--- src/rtl/sigmoid_arbiter_if.sv ---
// sigmoid_arbiter_if
//   Requester-side bundle for sigmoid_arbiter: two sample request channels
//   (valid/ready/x) and two response channels (valid/ready/y).
//   master : the requesters (drive samples, consume responses)
//   slave  : the arbiter    (accepts samples, presents responses)
interface sigmoid_arbiter_if;
  logic        req0_valid;
  logic        req0_ready;
  logic [7:0]  req0_x;
  logic        req1_valid;
  logic        req1_ready;
  logic [7:0]  req1_x;
  logic        rsp0_valid;
  logic        rsp0_ready;
  logic [15:0] rsp0_y;
  logic        rsp1_valid;
  logic        rsp1_ready;
  logic [15:0] rsp1_y;

  modport master (
    output req0_valid, req0_x, req1_valid, req1_x, rsp0_ready, rsp1_ready,
    input  req0_ready, req1_ready, rsp0_valid, rsp0_y, rsp1_valid, rsp1_y
  );

  modport slave (
    input  req0_valid, req0_x, req1_valid, req1_x, rsp0_ready, rsp1_ready,
    output req0_ready, req1_ready, rsp0_valid, rsp0_y, rsp1_valid, rsp1_y
  );
endinterface

--- src/rtl/sigmoid_arbiter.sv ---
// sigmoid_arbiter
//   Shares one pipelined sigmoid unit between two requesters. At most one
//   sample is issued per cycle, chosen round-robin among requesters that have
//   response space left. A tag pipeline mirrors the sigmoid latency so every
//   result is routed into the response FIFO of the requester that issued it.
//   Response space is reserved at issue, so a FIFO never overflows.
// Ports
//   clk, rst        clock; synchronous active-high reset
//   req             requester bundle (sigmoid_arbiter_if.slave)
//   sig_in_valid    issue strobe to the sigmoid unit
//   sig_x           issued sample (0 when idle)
//   sig_out_valid   result strobe from the sigmoid unit
//   sig_y           result from the sigmoid unit
//   busy            a sample is in flight or a response FIFO holds data
//   err             sticky: tag/valid mismatch or dropped push
module sigmoid_arbiter #(
  parameter int LAT   = 1,
  parameter int DEPTH = 4
) (
  input  logic              clk,
  input  logic              rst,
  sigmoid_arbiter_if.slave  req,
  output logic              sig_in_valid,
  output logic [7:0]        sig_x,
  input  logic              sig_out_valid,
  input  logic [15:0]       sig_y,
  output logic              busy,
  output logic              err
);
  localparam int AW = $clog2(DEPTH);
  localparam int CW = $clog2(DEPTH + LAT + 1) + 1;

  logic [CW-1:0] count_r  [2];
  logic [AW-1:0] wr_ptr_r [2];
  logic [AW-1:0] rd_ptr_r [2];
  logic [15:0]   mem_r    [2][DEPTH];
  logic          tag_v_r  [LAT];
  logic          tag_id_r [LAT];
  logic          lg_r;
  logic          err_r;

  logic [CW-1:0] inflight_s [2];
  logic [1:0]    eligible_s;
  logic [1:0]    grant_s;
  logic [1:0]    push_s;
  logic [1:0]    full_s;
  logic [1:0]    push_ok_s;
  logic [1:0]    pop_s;
  logic          mismatch_s;

  // Count in-flight samples per requester from the tag pipeline.
  always_comb begin
    inflight_s[0] = '0;
    inflight_s[1] = '0;
    for (int i = 0; i < LAT; i++) begin
      inflight_s[0] = inflight_s[0] + {{(CW-1){1'b0}}, tag_v_r[i] & ~tag_id_r[i]};
      inflight_s[1] = inflight_s[1] + {{(CW-1){1'b0}}, tag_v_r[i] &  tag_id_r[i]};
    end
  end

  // Eligibility (credit left) and round-robin grant; nothing is granted in reset.
  always_comb begin
    eligible_s[0] = req.req0_valid && ((count_r[0] + inflight_s[0]) < CW'(DEPTH));
    eligible_s[1] = req.req1_valid && ((count_r[1] + inflight_s[1]) < CW'(DEPTH));
    grant_s = 2'b00;
    if (rst) begin
      grant_s = 2'b00;
    end else if (eligible_s == 2'b11) begin
      // lg_r names the port granted last; a tie goes to the other port.
      grant_s = lg_r ? 2'b01 : 2'b10;
    end else begin
      grant_s = eligible_s;
    end
  end

  // Result routing at the last tag stage plus FIFO push/pop qualification.
  always_comb begin
    push_s[0]  = tag_v_r[LAT-1] && sig_out_valid && !tag_id_r[LAT-1];
    push_s[1]  = tag_v_r[LAT-1] && sig_out_valid &&  tag_id_r[LAT-1];
    full_s[0]  = (count_r[0] == CW'(DEPTH));
    full_s[1]  = (count_r[1] == CW'(DEPTH));
    push_ok_s  = push_s & ~full_s;
    pop_s[0]   = (count_r[0] != '0) && req.rsp0_ready;
    pop_s[1]   = (count_r[1] != '0) && req.rsp1_ready;
    mismatch_s = (tag_v_r[LAT-1] != sig_out_valid);
  end

  assign req.req0_ready = grant_s[0];
  assign req.req1_ready = grant_s[1];
  assign sig_in_valid   = |grant_s;
  assign sig_x          = grant_s[0] ? req.req0_x : (grant_s[1] ? req.req1_x : 8'h00);
  assign req.rsp0_valid = (count_r[0] != '0);
  assign req.rsp1_valid = (count_r[1] != '0);
  assign req.rsp0_y     = (count_r[0] != '0) ? mem_r[0][rd_ptr_r[0]] : 16'h0000;
  assign req.rsp1_y     = (count_r[1] != '0) ? mem_r[1][rd_ptr_r[1]] : 16'h0000;
  assign busy           = (count_r[0] != '0) || (count_r[1] != '0) ||
                          (inflight_s[0] != '0) || (inflight_s[1] != '0);
  assign err            = err_r;

  // Tag pipeline: stage 0 captures the issue, later stages follow the sigmoid depth.
  always_ff @(posedge clk) begin
    if (rst) begin
      for (int i = 0; i < LAT; i++) begin
        tag_v_r[i]  <= 1'b0;
        tag_id_r[i] <= 1'b0;
      end
    end else begin
      tag_v_r[0]  <= |grant_s;
      tag_id_r[0] <= grant_s[1];
      for (int i = 1; i < LAT; i++) begin
        tag_v_r[i]  <= tag_v_r[i-1];
        tag_id_r[i] <= tag_id_r[i-1];
      end
    end
  end

  // FIFO bookkeeping; a push into a full FIFO is dropped (flagged via err_r).
  always_ff @(posedge clk) begin
    if (rst) begin
      for (int k = 0; k < 2; k++) begin
        count_r[k]  <= '0;
        wr_ptr_r[k] <= '0;
        rd_ptr_r[k] <= '0;
      end
    end else begin
      for (int k = 0; k < 2; k++) begin
        count_r[k]  <= count_r[k] + {{(CW-1){1'b0}}, push_ok_s[k]}
                                  - {{(CW-1){1'b0}}, pop_s[k]};
        wr_ptr_r[k] <= wr_ptr_r[k] + {{(AW-1){1'b0}}, push_ok_s[k]};
        rd_ptr_r[k] <= rd_ptr_r[k] + {{(AW-1){1'b0}}, pop_s[k]};
      end
    end
  end

  // Response storage; unreset, the head is masked to 0 while a FIFO is empty.
  always_ff @(posedge clk) begin
    for (int k = 0; k < 2; k++) begin
      if (!rst && push_ok_s[k]) begin
        mem_r[k][wr_ptr_r[k]] <= sig_y;
      end
    end
  end

  // Last-grant pointer and sticky error flag.
  always_ff @(posedge clk) begin
    if (rst) begin
      lg_r  <= 1'b1;
      err_r <= 1'b0;
    end else begin
      lg_r  <= (|grant_s) ? grant_s[1] : lg_r;
      err_r <= err_r | mismatch_s | (|(push_s & full_s));
    end
  end
endmodule

--- src/flat_wrapper.sv ---
// flat-port wrapper written by rule: the top's interface ports become plain ports
module sigmoid_arbiter_flat 
#(
  parameter int LAT   = 1,
  parameter int DEPTH = 4
)
  (clk, rst, sig_in_valid, sig_x, sig_out_valid, sig_y, busy, err, req_req0_valid, req_req0_x, req_req1_valid, req_req1_x, req_rsp0_ready, req_rsp1_ready, req_req0_ready, req_req1_ready, req_rsp0_valid, req_rsp0_y, req_rsp1_valid, req_rsp1_y);
  sigmoid_arbiter_if req_i ();
  input  logic clk;
  input  logic rst;
  output logic sig_in_valid;
  output logic [7:0] sig_x;
  input  logic sig_out_valid;
  input  logic [15:0] sig_y;
  output logic busy;
  output logic err;
  input wire logic [$bits(req_i.req0_valid)-1:0] req_req0_valid;
  input wire logic [$bits(req_i.req0_x)-1:0] req_req0_x;
  input wire logic [$bits(req_i.req1_valid)-1:0] req_req1_valid;
  input wire logic [$bits(req_i.req1_x)-1:0] req_req1_x;
  input wire logic [$bits(req_i.rsp0_ready)-1:0] req_rsp0_ready;
  input wire logic [$bits(req_i.rsp1_ready)-1:0] req_rsp1_ready;
  output wire logic [$bits(req_i.req0_ready)-1:0] req_req0_ready;
  output wire logic [$bits(req_i.req1_ready)-1:0] req_req1_ready;
  output wire logic [$bits(req_i.rsp0_valid)-1:0] req_rsp0_valid;
  output wire logic [$bits(req_i.rsp0_y)-1:0] req_rsp0_y;
  output wire logic [$bits(req_i.rsp1_valid)-1:0] req_rsp1_valid;
  output wire logic [$bits(req_i.rsp1_y)-1:0] req_rsp1_y;
  assign req_i.req0_valid = req_req0_valid;
  assign req_i.req0_x = req_req0_x;
  assign req_i.req1_valid = req_req1_valid;
  assign req_i.req1_x = req_req1_x;
  assign req_i.rsp0_ready = req_rsp0_ready;
  assign req_i.rsp1_ready = req_rsp1_ready;
  assign req_req0_ready = req_i.req0_ready;
  assign req_req1_ready = req_i.req1_ready;
  assign req_rsp0_valid = req_i.rsp0_valid;
  assign req_rsp0_y = req_i.rsp0_y;
  assign req_rsp1_valid = req_i.rsp1_valid;
  assign req_rsp1_y = req_i.rsp1_y;
  sigmoid_arbiter #(.LAT(LAT), .DEPTH(DEPTH)) u_core (.clk(clk), .rst(rst), .req(req_i), .sig_in_valid(sig_in_valid), .sig_x(sig_x), .sig_out_valid(sig_out_valid), .sig_y(sig_y), .busy(busy), .err(err));
endmodule
--- config.mk ---
export PLATFORM = sky130hd
export DESIGN_NAME = sigmoid_arbiter_flat
export DESIGN_NICKNAME = d
export VERILOG_FILES = /design/src/rtl/sigmoid_arbiter_if.sv /design/src/rtl/sigmoid_arbiter.sv /design/src/flat_wrapper.sv
export SDC_FILE = /design/constraint.sdc
export NUM_CORES = 1
export LEC_CHECK = 0
export ABC_AREA = 1
export BUFFER_PORTS_ARGS = -buffer_cell sky130_fd_sc_hd__buf_2
export CAP_MARGIN = 0
export CORE_ASPECT_RATIO = 0.9
export CORE_UTILIZATION = 57
export CTS_CLUSTER_SIZE = 30
export DETAILED_ROUTE_END_ITERATION = 10
export PLACE_DENSITY = 0.84
export RECOVER_POWER = 100
export SKIP_CTS_REPAIR_TIMING = 1
export SLEW_MARGIN = 25
export SYNTH_ARGS = -nofsm -noshare
export SYNTH_HDL_FRONTEND = slang
export SYNTH_SLANG_ARGS = --single-unit
export TNS_END_PERCENT = 100
--- constraint.sdc ---
create_clock -name clk -period 3.3 [get_ports clk]
set_clock_uncertainty 0.05 [all_clocks]
set_input_delay 0.33 -clock clk [delete_from_list [all_inputs] [get_ports clk]]
set_output_delay 0.33 -clock clk [all_outputs]
set_load 0.03 [all_outputs]
==> results by group, run 1 <==
Outcome
  • Outcome: complete, no violations

Power
  • Logic gate share of total power: 37.1%
  • PwrDens: 926 nW/um2
  • Int Pwr: 0.00412 W
  • Psw: 0.00278 W
  • Sequential power share: 32.2%
  • Leak Pwr: 2.77 nW
  • Peak VDD IR: 0.492 mV
  • Clk network pwr share: 30.7%
  • Sw frac: 40.4%

Critical path
  • Worst Path Arrival: 2.42 ns
  • Worst Path Max Fanout: 9
  • Worst Path Required: 2.92 ns
  • Critical path class: reg2out
  • CP startpoint kind: flop
  • Worst setup EP type: output port

Die
  • Starting density of the core: 58.5%
  • Boundary Pins: 86
  • Core area: 10800 um2
  • Die Y: 102 um
  • Rows: 36
  • Chip width: 113 um
  • Die Area: 11500 um2

Drt
  • Vias post-DR: 4708
  • Post-route DRC violation count: 0
  • Wire per inst: 17.8 um
  • Initial DRT Pass Iterations: 6
  • Routed Antenna Nets: 0
  • Vias per Instance: 5.77
  • Routed WL: 14.5 mm
  • DR iter-0 viols: 471

Yosys
  • Synth area leaders: edfxtp_1, nor2_1, dfxtp_1, o21ai_0, ha_1
  • Sequential area share after synthesis: 67.1%
  • Yosys top cell area share: 60.7%
  • Synth Instances: 576
  • Number of synthesized register bits: 148
  • YS warnings: 0
  • Unique cell type count in the Yosys netlist: 25
  • Mapped cell area: 6330 um2
  • Syn_nets: 636
  • Syn_area_per_cell: 11.0 um2
  • Synth area leader: edfxtp_1

Min path
  • Worst hold-check path type: in2reg

STA
  • Highest Clock Rate: 357 MHz
  • Slew headroom: 25.3%
  • Pins Over Slew Limit: 0
  • RSZ-0062 raised after global routing: no
  • Final hold violations: 0
  • Final Cycle Share: 84.8%
  • Slew @ Worst Pin: 1.12 ns
  • Setup-failing EPs final: 0
  • Final Critical Period: 2.80 ns
  • Final setup TNS: 0 ns

CTS
  • Worst skew pair latency: 0.42 ns
  • CTS tree: yes
  • Total CTS buffers: 17
  • Reg clk slew, reported paths: 0.06 ns
  • CTS Sinks: 148
  • Max Root-Sink Buffers: 2
  • Root Buffer: clkbuf_16
  • # H-tree levels: 4

Global routing
  • Initial antenna violation count: 0
  • Grt total ovfl: 0
  • Largest net degree at the start of global routing: 34
  • Global-route wire length before repair: 22.4 mm
  • Vias in the first global route: 4761
  • Total track usage: 26.2%

Final layout
  • Area delta synth->final: 17.8%
  • Fill cells: 754
  • Layout cells sized above 1: 9.96%
  • Diodes inserted: 0
  • Post-layout util: 68.9%
  • Nets@finish: 730

Place
  • DP HPWL: 8.59 mm
  • # port buffers: 85
  • GP Congestion: 0.849

Run
  • Maxcap violations: 0
[worst max-delay path, cell delays in order, from the launching register on]
cell	delay (ns)
dfxtp_1	0.49
ha_1	0.26
nand2_1	0.07
nand2_1	0.07
nand2_2	0.07
nor3_2	0.48
nand3_1	0.14
nand2_1	0.10
clkbuf_1	0.32
[per-layer routing]
layer  vias to the layer above  GRT usage (%)  wire length [um]
li1                       2170              -                 -
met1                      2229           29.1              5490
met2                       256           46.4              7490
met3                        53           5.87              1070
met4                         0           16.5               434
met5                         -              0                 0
[cells in the final DEF (no fill, tap or decap), drive strengths merged, types with 5 or more instances in the layout]
master / instances
nand2: 35
clkbuf: 87
ha: 19
nand3: 26
inv: 48
dfxtp: 20
buf: 30
edfxtp: 128
nor2: 152
o21ai: 66
bufinv: 5
a21oi: 38
nor3: 10
[synthesized netlist by cell type (all sizes together)]
library cell / n
nand3: 26
clkinv: 2
clkbuf: 14
a21oi: 38
xnor2: 4
nor3: 10
dfxtp: 20
buf: 10
o31ai: 1
xor2: 2
o22ai: 1
nand4: 2
ha: 19
o211ai: 1
inv: 43
edfxtp: 128
o21ai: 66
fa: 2
nand2: 35
nor2: 152
[worst paths after layout]
check | from | end | slack, ns | depth (start not counted)
max | u_core.count_r[0][1] | sig_x[1] | 0.50 | 8
min | sig_out_valid | u_core.err | 0.23 | 4
max reg2reg | u_core.count_r[0][2] | u_core.count_r[0][2] | 0.51 | 13
min reg2reg | u_core.err | u_core.err | 0.45 | 2
[logic make-up (layout without fill, tap and decap cells)]
kind of cell    Yosys count  after routing  share of synthesized area (%)
flops                   148            148                           67.1
xor+xnor                  6              6                          0.831
buf+inv                  69            176                           4.25
compound gates          107            107                           8.56
simple gates            225            225                           14.9
fa+ha+maj                21             21                           4.39
[final cells by class]
| cell class | instances | area (um2) | area share, % |
|---|---|---|---|
| clock buffers | 18 | 429 | 5.76 |
| flip-flops and latches | 148 | 4240 | 57.0 |
| well taps | 133 | 166 | 2.23 |
| multi-input cells | 359 | 1800 | 24.1 |
| inverters | 45 | 169 | 2.27 |
| repair buffers | 99 | 424 | 5.69 |
| clock inverters | 14 | 223 | 2.99 |
[flip-flops by register name, summed over array words and instances (netlist names)]
name and cells:
u_core.err 1, u_core.tag_id_r 1, u_core.lg_r 1, u_core.mem_r 128
u_core.wr_ptr_r 4, u_core.count_r 8, u_core.rd_ptr_r 4, u_core.tag_v_r 1
[power by group through the flow]
stage	Combinational (W)	Clock, W	Sequential [W]
6_report	0.00256	0.00212	0.00222
5_1_grt	0.00278	0.00221	0.00223
4_1_cts	0.00265	0.00214	0.00222
3_5_place_dp	0.00260	0	0.00225
3_3_place_gp	0.00251	0	0.00224
2_1_floorplan	0.00186	0	0.00223
[through the flow]
stage / std cells / hold WS (ns) / instance area (um2) / total power, W / setup slack (ns)
after global placement: 784 / 0.414 / 6960 / 0.00475 / 0.860
after floorplan: 576 / 0.379 / 6330 / 0.00410 / 0.575
after global routing: 816 / 0.240 / 7450 / 0.00722 / 0.294
after CTS: 816 / 0.130 / 7620 / 0.00701 / 0.511
final: 816 / 0.232 / 7450 / 0.00690 / 0.502
after detailed placement: 784 / 0.433 / 6960 / 0.00485 / 0.701
Note: power is estimated with default switching activity, not from simulation.
==> run 2, diff against run 1 <==
- ABC_AREA: 1 -> 0
- clock period: 3.3 -> 2.6 ns (I/O delays scaled with it)
==> run 2 against run 1 <==
  * The run now ends with DRC, setup timing left
  * Synthesized area is 2.3% lower
  * Register-to-register slack worse by 0.37 ns
  * Global-route usage is 1.8 points lower
==> results by group, run 2 <==
Outcome
  • Outcome: complete, but fails checks (was complete, no violations)
  • Violated checks: DRC, setup timing

Yosys
  • Most frequent cells after synthesis: edfxtp_1, nor2b_1, mux4_2 (was nor2_1, edfxtp_1, o21ai_0)
  • Sequential area share after synthesis: 68.7% (was 67.1%)
  • Async SR Flop Fraction: 0% (unchanged)
  • Unique cell type count in the Yosys netlist: 44 (was 25)
  • Syn_nets: 413 (was 636)
  • Number of flops mapped to enable cells by yosys: 128 (unchanged)
  • Number of synthesized register bits: 148 (unchanged)
  • Syn_area_per_cell: 17.5 um2 (was 11.0 um2)
  • Synth area leader: edfxtp_1 (unchanged)
  • YS warnings: 0 (unchanged)
  • Yosys top cell area share: 62.2% (was 60.7%)
  • Mapped cell area: 6180 um2 (was 6330 um2)
  • Predominant post-synthesis flop cell: edfxtp_1 (unchanged)
  • Count leader, synth: edfxtp_1 (was nor2_1)
  • Synth area leaders: edfxtp_1, mux4_2, dfxtp_1, nor2b_1, ha_1 (was edfxtp_1, nor2_1, dfxtp_1, o21ai_0, ha_1)
  • Synth Instances: 353 (was 576)

Run
  • Maxcap violations: 0 (unchanged)

STA
  • Hold_ws: 0.107 ns (was 0.232 ns)
  • Final Worst Setup Slack: -0.0729 ns (was 0.502 ns)
  • Final Cycle Share: 103%
  • Slew @ Worst Pin: 0.452 ns (was 1.12 ns)
  • Final Critical Period: 2.67 ns
  • Final hold violations: 0 (unchanged)
  • Slew headroom: 69.9% (was 25.3%)
  • RSZ-0062 raised after global routing: yes (was no)
  • Setup-failing EPs final: 6 (was 0)
  • Highest Clock Rate: 374 MHz
  • Pins Over Slew Limit: 0 (unchanged)

Final layout
  • Fill cells: 586 (was 754)
  • Most common cell after layout, fill and taps aside: edfxtp_1 (was nor2_1)
  • Layout cells sized above 1: 36.5% (was 9.96%)
  • Nets@finish: 524 (was 730)
  • Most frequent cells in the layout: edfxtp_1, buf_2, nor2b_1 (was nor2_1, edfxtp_1, clkbuf_1)
  • Largest register FFs: 128 (unchanged)
  • Diodes inserted: 0 (unchanged)
  • Area delta synth->final: 22.4% (was 17.8%)

Drt
  • Initial DRT Pass Iterations: 7 (was 6)
  • Post-route DRC violation count: 3 (was 0)
  • Wire per inst: 21.7 um (was 17.8 um)
  • Routed WL: 13.2 mm (was 14.5 mm)
  • Routed Antenna Nets: 0 (unchanged)
  • Vias per Instance: 5.94 (was 5.77)
  • Vias post-DR: 3597 (was 4708)
  • DR iter-0 viols: 224 (was 471)

CTS
  • Worst skew pair latency: 0.42 ns (about the same)
  • CTS Sinks: 148 (unchanged)
  • Reg clk slew, reported paths: 0.06 ns (about the same)
  • Total CTS buffers: 17 (unchanged)
  • CTS tree: yes (unchanged)
  • Root Buffer: clkbuf_16 (unchanged)
  • Max Root-Sink Buffers: 2 (unchanged)
  • # H-tree levels: 4 (unchanged)

Min path
  • Min-Delay Path Depth: 2 (was 4)
  • Worst hold-check path type: in2reg (unchanged)

Critical path
  • Worst Path Arrival: 2.36 ns (was 2.42 ns)
  • CP startpoint kind: flop (unchanged)
  • Slowest-stage cell, CP: o31a_4 (was dfxtp_1)
  • Worst setup EP type: output port (unchanged)
  • Worst Path Max Fanout: 5 (was 9)
  • Worst Path Required: 2.29 ns (was 2.92 ns)
  • Slowest Stage Delay on Critical Path: 0.40 ns (was 0.49 ns)
  • CP Cell Sequence: ha_4 > and4bb_1 > a31oi_1 > o31a_4 > o2111a_2 > a22o_1 > buf_6 (was ha_1 > nand2_1 > nand2_1 > nand2_2 > nor3_2 > nand3_1 > nand2_1 > clkbuf_1)
  • R2r worst-path depth: 12 (was 13)
  • Critical path class: reg2out (unchanged)

Die
  • Die Area: 11300 um2 (was 11500 um2)
  • Chip width: 112 um (was 113 um)
  • Rows: 35 (was 36)
  • Boundary Pins: 86 (unchanged)
  • Core area: 10400 um2 (was 10800 um2)
  • Starting density of the core: 59.5% (was 58.5%)
  • Die Y: 101 um (was 102 um)

Power
  • PwrDens: 1090 nW/um2 (was 926 nW/um2)
  • Leak Pwr: 2.75 nW (was 2.77 nW)
  • Final Power: 0.00828 W (was 0.00690 W)
  • Peak VDD IR: 0.733 mV (was 0.492 mV)

Global routing
  • Global-route wire length before repair: 19.6 mm (was 22.4 mm)
  • Grt total ovfl: 0 (unchanged)
  • Initial antenna violation count: 0 (unchanged)
  • Total track usage: 24.4% (was 26.2%)
  • Vias in the first global route: 3637 (was 4761)
  • Largest net degree at the start of global routing: 18 (was 34)

Place
  • DP HPWL: 7.78 mm (was 8.59 mm)
  • # port buffers: 85 (unchanged)
  • GP Congestion: 0.742 (was 0.849)
==> run 2: changes by cell type after synthesis, sizes merged, moves of 23 or more <==
cell and delta:
nor2 -136, nand3 -23, inv -23, o21ai -65
mux4 +32, a21oi -34, nor2b +40, nand2 -32
==> run 2: final cells by class <==
class                   instances  area [um2]  area share, %
clock buffers                  18         429           5.67
clock inverters                14         141           1.87
inverters                      20        75.1          0.992
multi-input cells             170        1880           24.9
flip-flops and latches        148        4260           56.3
well taps                     129         161           2.13
repair buffers                107         619           8.19
==> run 2: power breakdown <==
part           switching [W]  leakage [nW]  internal, W  total [W]
combinational        0.00189          1.16      0.00121    0.00309
sequential          0.000119          1.32      0.00271    0.00283
clock                0.00101         0.273      0.00135    0.00236
total                0.00301          2.75      0.00527    0.00828
==> run 2: cells by family (layout without fill, tap and decap cells) <==
group / after synthesis / in the layout / synth area share [%]
flops: 148 / 148 / 68.7
compound gates: 26 / 27 / 3.46
mux: 33 / 33 / 11.8
fa+ha+maj: 21 / 21 / 4.49
simple gates: 79 / 79 / 7.73
buf+inv: 36 / 159 / 2.39
xor+xnor: 10 / 10 / 1.42
==> run 2: final timing paths <==
| path | from | slack (ns) | end |
|---|---|---|---|
| setup reg to reg | u_core.count_r[0][2] | 0.14 | u_core.count_r[0][2] |
| hold reg to reg | u_core.err | 0.43 | u_core.err |
| setup / recovery | u_core.count_r[0][2] | -0.07 | sig_x[0] |
| hold / removal | req_req1_valid | 0.11 | u_core.tag_id_r[0] |
==> run 2: per-layer routing <==
metal  GRT usage [%]  vias up  part of all wire (%)
met3            4.21       29                   5.4
met5               0        -                     0
met2            41.4      155                    52
li1                -     1585                     -
met4            13.0        0                   2.7
met1            30.5     1828                    40
==> run 2: per-stage QoR <==
| stage | instance area, um2 | cells | setup slack [ns] | util, % | setup TNS [ns] |
|---|---|---|---|---|---|
| finish | 7570 | 606 | -0.0729 | 72.9 | -0.282 |
| global route | 7570 | 606 | -0.138 | 72.9 | -0.847 |
| CTS | 7410 | 597 | -0.275 | 71.4 | -2.41 |
| detailed placement | 6840 | 565 | 0.129 | 65.9 | 0 |
| global placement | 6840 | 565 | 0.242 | 65.9 | 0 |
| floorplan | 6190 | 353 | -0.0613 | - | -1.71 |
==> run 2: critical path: cells and delay by family (launching register included) <==
kind / cells / cell delay [ns]
buffers and inverters: 1 / 0.15
DFF: 1 / 0.36
and+or+nand+nor: 1 / 0.25
adders and majority gates: 1 / 0.16
AOI/OAI and AO/OA: 4 / 1.03
==> run 3, diff against run 2 <==
- CORE_MARGIN: unset -> 10
- TNS_END_PERCENT: 100 -> 50
==> run 3 against run 2 <==
  * The run ends with setup timing left
  * Cell count up 0.17%
  * Die area up 37%
  * First-iteration DRC count up 72%
  * Sequential share of layout area down 0.52 points
  * Critical path type unchanged
  * Utilization up 0.37 points
  * Worst hold slack better by 0.015 ns
  * Clock-buffer cell count up 4
  * Register-to-register slack worse by 0.02 ns
  * Critical path depth unchanged
  * Combinational power up 2%
  * Largest cell class unchanged
  * Non-clock buffer count up 1
  * Sequential power about the same
==> results by group, run 3 (same netlist as run 2, synthesis figures left out) <==
Outcome
  • Outcome: complete, but fails checks (unchanged)
  • Violated checks: setup timing (was DRC, setup timing)

Global routing
  • Grt total ovfl: 0 (unchanged)
  • Vias in the first global route: 3603 (was 3637)
  • Total track usage: 17.7% (was 24.4%)
  • Largest net degree at the start of global routing: 18 (unchanged)
  • Global-route wire length before repair: 20.4 mm (was 19.6 mm)
  • Initial antenna violation count: 0 (unchanged)

Power
  • Peak VDD IR: 0.758 mV (was 0.733 mV)
  • Leak Pwr: 2.78 nW (was 2.75 nW)
  • PwrDens: 1110 nW/um2 (was 1090 nW/um2)

CTS
  • Worst skew pair latency: 0.41 ns (was 0.42 ns)
  • Reg clk slew, reported paths: 0.06 ns (about the same)
  • Max Root-Sink Buffers: 2 (unchanged)
  • CTS Sinks: 148 (unchanged)
  • CTS tree: yes (unchanged)
  • Total CTS buffers: 17 (unchanged)
  • # H-tree levels: 4 (unchanged)
  • Root Buffer: clkbuf_16 (unchanged)

Run
  • Maxcap violations: 0 (unchanged)

Final layout
  • Most common cell after layout, fill and taps aside: edfxtp_1 (unchanged)
  • Nets@finish: 525 (was 524)
  • Post-layout util: 73.3% (was 72.9%)
  • Layout cells sized above 1: 36.2% (was 36.5%)
  • Largest register FFs: 128 (unchanged)
  • Diodes inserted: 0 (unchanged)
  • Most frequent cells in the layout: edfxtp_1, buf_2, nor2b_1 (unchanged)
  • Area delta synth->final: 23.6% (was 22.4%)

Critical path
  • Worst Path Required: 2.29 ns (about the same)
  • Worst Path Arrival: 2.36 ns (about the same)
  • Worst setup EP type: output port (unchanged)
  • Worst Path Max Fanout: 5 (unchanged)
  • Critical path class: reg2out (unchanged)
  • CP startpoint kind: flop (unchanged)

Drt
  • Met2 wire length: 6.98 mm (was 6.85 mm)
  • Routed Antenna Nets: 0 (unchanged)
  • Initial DRT Pass Iterations: 5 (was 7)
  • Wire per inst: 22.4 um (was 21.7 um)
  • Routed wl met3: 796 um (was 711 um)
  • DR iter-0 viols: 386 (was 224)
  • Vias post-DR: 3569 (was 3597)
  • Routed WL: 13.6 mm (was 13.2 mm)
  • Metal1 wirelength: 5.52 mm (was 5.25 mm)
  • Vias per Instance: 5.88 (was 5.94)
  • Top sig layer: met4 (unchanged)
  • Post-route DRC violation count: 0 (was 3)

Die
  • Die Y: 119 um (was 101 um)
  • Rows: 35 (unchanged)
  • Die Area: 15400 um2 (was 11300 um2)
  • Chip width: 130 um (was 112 um)
  • Starting density of the core: 59.3% (was 59.5%)
  • Core area: 10400 um2 (about the same)
  • Boundary Pins: 86 (unchanged)

STA
  • Pins Over Slew Limit: 0 (unchanged)
  • Slew headroom: 59.7% (was 69.9%)
  • Final hold violations: 0 (unchanged)
  • Highest Clock Rate: 375 MHz (was 374 MHz)
  • Final Critical Period: 2.67 ns (about the same)
  • Final Cycle Share: 103% (about the same)
  • RSZ-0062 raised after global routing: yes (unchanged)
  • Final Worst Setup Slack: -0.0692 ns (was -0.0729 ns)
  • Setup-failing EPs final: 8 (was 6)
  • Slew @ Worst Pin: 0.600 ns (was 0.452 ns)

Place
  • # port buffers: 85 (unchanged)
  • DP HPWL: 8.41 mm (was 7.78 mm)
  • GP Congestion: 0.787 (was 0.742)
  • Dpl ws: 0.162 ns (was 0.129 ns)

Min path
  • Worst hold-check path type: in2reg (unchanged)
-- run 3: path summary, 6_finish.rpt --
check | start | end | slack (ns) | cells past startpoint
setup / recovery | u_core.count_r[0][2] | sig_x[3] | -0.07 | 7
setup reg to reg | u_core.count_r[0][2] | u_core.count_r[0][2] | 0.12 | 12
hold reg to reg | u_core.err | u_core.err | 0.43 | 2
hold / removal | req_req1_valid | u_core.tag_id_r[0] | 0.12 | 2
-- run 3: layout make-up --
type	instances	area [um2]
clock buffers	22	454
inverters	20	75.1
repair buffers	108	641
multi-input cells	170	1890
clock inverters	10	156
well taps	129	161
flip-flops and latches	148	4260
fillers	623	2790
-- run 3: routing by layer --
| layer | up-vias | GRT usage, % |
|---|---|---|
| met4 | 0 | 7.30 |
| met2 | 143 | 28.8 |
| met5 | - | 0 |
| met3 | 18 | 4.42 |
| li1 | 1588 | - |
| met1 | 1820 | 21.9 |
-- run 3: report_power, final --
group / switching [W] / internal, W / total, W
clock: 0.000891 / 0.00162 / 0.00252
combinational: 0.00192 / 0.00122 / 0.00314
sequential: 0.000119 / 0.00271 / 0.00283
total: 0.00293 / 0.00555 / 0.00848
-- run 3: critical path: stages (launching register included) --
cell	delay (ns)
dfxtp_4	0.35
ha_4	0.16
and4bb_1	0.27
a31oi_2	0.05
o31a_4	0.40
o2111a_2	0.33
a22o_1	0.25
buf_6	0.14
-- run 3: through the flow --
step                      hold slack [ns]  instances  setup TNS [ns]  area, um2  total power [W]
after detailed placement            0.415        566               0       6860          0.00584
after CTS                          0.0712        598           -1.90       7470          0.00840
after global placement              0.404        565               0       6840          0.00576
after global routing                0.114        607          -0.893       7640          0.00888
after floorplan                     0.309        353           -1.71       6190          0.00501
final                               0.122        607          -0.354       7640          0.00848
